`src/rtl/deficit_rr_scheduler.sv`:
```
// deficit_rr_scheduler
//   Deficit round-robin arbiter that shares one output port between
//   NUM_REQS per-requester FIFOs. Each visit to a requester adds its
//   quantum to that requester's deficit counter. The requester is then
//   granted one packet per cycle for as long as the counter covers PSIZE.
//   The counter is carried over when the credit runs short. It is
//   forfeited when the queue runs empty.
//
// Ports
//   clk             rising-edge clock
//   rst             asynchronous active-low reset
//   blk             downstream blocked; suppresses grants and freezes SERVE
//   reqs            per-requester request (FIFO non-empty)
//   input_quantums  flat quantums, requester i at [(i+1)*QWID-1:i*QWID]
//   gnt             one-hot grant, wired straight to the FIFO pops
//   busy            high whenever the scheduler is not IDLE
//   ptr             requester currently being selected or served

module deficit_rr_scheduler #(
    parameter int NUM_REQS = 4,
    parameter int QWID     = 8,
    parameter int PSIZE    = 8,
    parameter int DCWID    = QWID + 1,
    parameter int PWID     = $clog2(NUM_REQS)
) (
    input  logic                     clk,
    input  logic                     rst,
    input  logic                     blk,
    input  logic [NUM_REQS-1:0]      reqs,
    input  logic [NUM_REQS*QWID-1:0] input_quantums,
    output logic [NUM_REQS-1:0]      gnt,
    output logic                     busy,
    output logic [PWID-1:0]          ptr
);

    localparam logic [1:0] IDLE   = 2'd0;
    localparam logic [1:0] SELECT = 2'd1;
    localparam logic [1:0] SERVE  = 2'd2;

    localparam logic [DCWID-1:0] COST   = DCWID'(PSIZE);
    localparam logic [DCWID-1:0] DC_MAX = '1;
    localparam logic [PWID-1:0]  LAST   = PWID'(NUM_REQS - 1);

    logic [1:0]       state;
    logic [DCWID-1:0] dc [NUM_REQS];

    logic [QWID-1:0]  cur_quantum;
    logic [DCWID-1:0] cur_dc;
    logic             cur_req;
    logic [DCWID:0]   credit_sum;
    logic [DCWID-1:0] credit_sat;
    logic [PWID-1:0]  ptr_next;
    logic             eligible;
    logic             grant;

    // Pick out the quantum, deficit and request of the requester under the
    // pointer. The decode loop keeps the indexing safe for any NUM_REQS.
    always_comb begin
        cur_quantum = '0;
        cur_dc      = '0;
        cur_req     = 1'b0;
        for (int i = 0; i < NUM_REQS; i++) begin
            if (ptr == PWID'(i)) begin
                cur_quantum = input_quantums[i*QWID +: QWID];
                cur_dc      = dc[i];
                cur_req     = reqs[i];
            end
        end
    end

    // Credit top-up saturates instead of wrapping. A wrap would turn a
    // large backlog of credit into almost none.
    always_comb begin
        credit_sum = {1'b0, cur_dc} + {{(DCWID + 1 - QWID){1'b0}}, cur_quantum};
        credit_sat = credit_sum[DCWID] ? DC_MAX : credit_sum[DCWID-1:0];
        ptr_next   = (ptr == LAST) ? '0 : ptr + 1'b1;
    end

    // Mealy grant: the pop fires in the same cycle as the decision.
    // Gating with rst makes an in-reset pop impossible even before the
    // state register has settled.
    always_comb begin
        eligible = cur_req && (cur_dc >= COST);
        grant    = (state == SERVE) && eligible && !blk && rst;
        gnt      = '0;
        for (int i = 0; i < NUM_REQS; i++) begin
            if (ptr == PWID'(i)) begin
                gnt[i] = grant;
            end
        end
        busy = (state != IDLE);
    end

    // Scheduler state machine.
    // SELECT tops up credit for the requester under the pointer, or skips
    // past an empty requester. SERVE spends that credit one packet at a
    // time. Backpressure freezes SERVE completely, so an exit that coincides
    // with blk rising is only taken after blk falls.
    always_ff @(posedge clk or negedge rst) begin
        if (!rst) begin
            state <= IDLE;
            ptr   <= '0;
            for (int i = 0; i < NUM_REQS; i++) begin
                dc[i] <= '0;
            end
        end else begin
            case (state)
                IDLE: begin
                    if (reqs != '0) begin
                        state <= SELECT;
                    end
                end
                SELECT: begin
                    if (reqs == '0) begin
                        state <= IDLE;
                    end else if (!cur_req) begin
                        dc[ptr] <= '0;
                        ptr     <= ptr_next;
                    end else begin
                        dc[ptr] <= credit_sat;
                        state   <= SERVE;
                    end
                end
                SERVE: begin
                    if (blk) begin
                        state <= SERVE;
                    end else if (eligible) begin
                        dc[ptr] <= cur_dc - COST;
                    end else if (!cur_req) begin
                        dc[ptr] <= '0;
                        ptr     <= ptr_next;
                        state   <= SELECT;
                    end else begin
                        ptr     <= ptr_next;
                        state   <= SELECT;
                    end
                end
                default: begin
                    state <= IDLE;
                end
            endcase
        end
    end

endmodule

```
`config.mk`:
```
export PLATFORM = sky130hd
export DESIGN_NAME = deficit_rr_scheduler
export DESIGN_NICKNAME = d
export VERILOG_FILES = /design/src/rtl/deficit_rr_scheduler.sv
export SDC_FILE = /design/constraint.sdc
export NUM_CORES = 1
export LEC_CHECK = 0
export CORE_MARGIN = 4
export CORE_UTILIZATION = 52
export CTS_CLUSTER_DIAMETER = 100
export CTS_CLUSTER_SIZE = 28
export DETAILED_ROUTE_END_ITERATION = 8
export HOLD_SLACK_MARGIN = 0.08
export PLACE_DENSITY = 0.78
export SLEW_MARGIN = 20
export SYNTH_ARGS = -nofsm -noshare
export SYNTH_HDL_FRONTEND = slang
export SYNTH_SLANG_ARGS = --single-unit
```
`constraint.sdc`:
```
create_clock -name clk -period 4.3 [get_ports clk]
set_clock_uncertainty 0.15 [all_clocks]
set_input_delay 0.645 -clock clk [delete_from_list [all_inputs] [get_ports clk]]
set_output_delay 0.645 -clock clk [all_outputs]
set_load 0.01 [all_outputs]
```
==> results by group <==
Clocking
  • Clk slew on worst S/H paths: 0.09 ns
  • TritonCTS Sinks: 40
  • # hold bufs at CTS: 0
  • Clk Latency, worst-skew pair: 0.31 ns
  • Clk buf depth: 2
  • Total CTS buffers: 5
  • CTS tree: done
  • CTS H-tree lvls: 2
  • Clk root buf: clkbuf_8

Detailed routing
  • Pre-Repair DR Iteration Count: 6
  • Final wirelength: 15.65 mm
  • Via density: 7.356
  • Drt drc: 0
  • Vias: 4855
  • DR WL/cell: 23.71 µm
  • Starting DRT DRC Count: 591
  • Antenna-violating nets left: 0

Worst setup path
  • R2R Setup Slk: 0.16 ns
  • Worst Path Max Fanout: 28
  • Worst path slowest cell: clkdlybuf4s50_1
  • Ordered cell list for the critical path: inv_1 > ha_1 > buf_12 > nor2_2 > buf_4 > o211ai_1 > nand2_1 > ha_2 > o221ai_2 > or3_4 > o21ai_4 > nor3_1 > clkdlybuf4s50_1
  • Worst r2r src: ptr[1]
  • Crit. End Element: primary output
  • Crit path launch type: flop
  • Crit path DAT: approximately 3.4 ns
  • Worst path required time: roughly 3.5 ns
  • R2R Path End: dc[16]
  • Worst R2R Path Depth: 14
  • WS Path Type: flop to primary output
  • Slowest Stage Delay on Critical Path: 0.48 ns

Yosys
  • YS warnings: 0
  • Mux cell area share after synthesis: 0.002455
  • Xor and xnor area share after synthesis: 0.01289
  • Ys async rst share: 1.000
  • Yosys cell types: 74
  • Syn_nets: 563
  • Post-Synth Adder-Cell Area: 0.04480
  • Dominant register cell in the synthesized netlist: dfrtp_1
  • Compound-cell area share of the yosys netlist: 0.4394
  • Post-Synth Simple-Gate Area: 0.1939
  • Post-synth EDFFs: 0
  • Syn_area_per_cell: roughly 8 µm²
  • Mapped Cells: around 500
  • Count of state elements after synthesis: 40
  • Cell area after synthesis: 4078 µm²
  • Post-synthesis sequential area ratio: 0.2455
  • Largest family of logic cells by synthesized area: compound AO/OA/AOI/OAI gates

Timing
  • Setup_tns: 0 ns
  • Final Hold Vio Count: 0
  • Fmax: 238.6 MHz
  • Unrepaired setup endpoints after global routing: false
  • Final period util: 0.9749
  • Post-route minimum period: 4.192 ns
  • Rel. slew slack: 0.2719
  • Slew @ Worst Pin: 1.087 ns
  • Final slew viol count: 0
  • Final setup violation count: 0

Global routing
  • Grt total ovfl: 0
  • Initial antenna violation count: 0
  • First-pass GRT wire length: 24.21 mm
  • GR Util All Layers: 0.3400
  • Vias in the first global route: 4423
  • Largest net degree at the start of global routing: 41

Final layout
  • Layout net count: 611
  • Area grow syn2layout: 19.88%
  • Diode count: 0
  • Layout cells sized above 1: 0.1290

Floorplan
  • Die H: 96.56 µm
  • Row count: 32
  • I/O pin total: 46
  • Die W: a little under 100 µm
  • Starting Density: 0.5304
  • DIE AREA: 9323 µm²
  • Core ar.: 7687 µm²

Placed design
  • Dpl hpwl: roughly 11 mm
  • IO Port Bufs: 45
  • RePlAce Congestion: slightly above 1

Status
  • Status: complete, no violations

Worst hold path
  • Worst min-delay path class: input port to async pin

Job
  • Max Cap Viol: 0
==> cell usage in the layout (no fill, tap or decap), drive strengths merged, types with 11 or more instances in the layout <==
cell type	n
o21ai	51
clkdlybuf4s50	41
nand2	40
dfrtp	40
buf	36
nor2	30
nand3	25
a21oi	21
inv	17
a221o	14
o211ai	14
nor2b	13
ha	13
a22o	12
a221oi	12
nor3	11
==> cells by family (layout without fill, tap and decap cells) <==
logic type / count (synthesis) / in the layout
compound gates: 236 / 236
mux: 1 / 1
flops: 40 / 40
simple gates: 157 / 157
buf+inv: 56 / 104
xor+xnor: 6 / 6
fa+ha+maj: 14 / 14
==> repair_timing <==
action	in CTS	in global routing
resized for setup	0	15
setup endpoints to repair	4	21
pin swaps	1	2
setup buffers	1	4
==> layer usage <==
metal	track usage	vias to the layer above	share of wire
met5	0	-	0
met4	0.1098	0	0.035
met3	0.08985	59	0.13
met2	0.5034	395	0.44
met1	0.4799	2288	0.40
li1	-	2113	-
==> critical path, delay by kind of cell (launching register included) <==
family	cells	cell delay, ns
flops	1	0.42
simple gates	4	0.81
compound gates	3	0.47
fa+ha+maj	2	0.45
buf+inv	4	0.92
==> cell usage after synthesis (9+ instances only) <==
master     n  area [µm²]
inv_1     16       60.06
a21o_1     9       67.56
clkbuf_1  18       67.56
a22o_1    12       105.1
a221oi_1  11       96.34
nor2b_1   13       81.33
a21oi_1   21       105.1
o31ai_1    9       67.56
dfrtp_1   40        1001
ha_1      13       162.7
nor2_1    29       108.9
a221o_1   14       140.1
o21ai_0   42       210.2
o211ai_1  14       105.1
nand3_1   25       125.1
nand2_1   40       150.1
buf_2     16       80.08
a32oi_1    9       78.83
nor3_1    10       50.05
==> area by class of cell <==
| type | instances | area [µm²] |
|---|---|---|
| Sequential cell | 40 | 1002 |
| Inverter | 17 | 63.81 |
| Fill cell | 678 | 2799 |
| Tap cell | 102 | 127.6 |
| Clock buffer | 7 | 96.34 |
| Timing Repair Buffer | 80 | 744.5 |
| Multi-Input combinational cell | 414 | 2854 |
==> registers in the layout (all words and copies together) (netlist names) <==
name / cells
ptr: 2
state: 2
dc: 36
==> stage by stage <==
step / hold WS [ns] / std cells / setup slack (ns) / area (µm²) / util
floorplan: 0.1994 / 510 / 0.1998 / 4078 / -
global placement: 0.3534 / 648 / 0.1372 / 4718 / 0.6138
detailed placement: 0.3607 / 648 / 0.05876 / 4718 / 0.6138
CTS: 0.3145 / 656 / 0.001476 / 4822 / 0.6273
global route: 0.3394 / 660 / 0.01034 / 4888 / 0.6359
finish: 0.2876 / 660 / 0.1080 / 4888 / 0.6359
==> how the worst max path moves through the flow <==
stage | startpoint | end | slack, ns | depth (start not counted)
2_1_floorplan | ptr[1] | dc[33] | 0.20 | 18
3_3_place_gp | input_quantums[9] | dc[33] | 0.14 | 13
6_report | ptr[0] | gnt[2] | 0.11 | 13
4_1_cts | ptr[0] | gnt[1] | 0.001 | 13
3_5_place_dp | ptr[1] | dc[19] | 0.06 | 15
5_1_grt | ptr[0] | dc[33] | 0.01 | 18
Power is left out: the tool's default activity adds up to more than one toggle a clock period on the data nets, which glitch-free logic cannot reach.
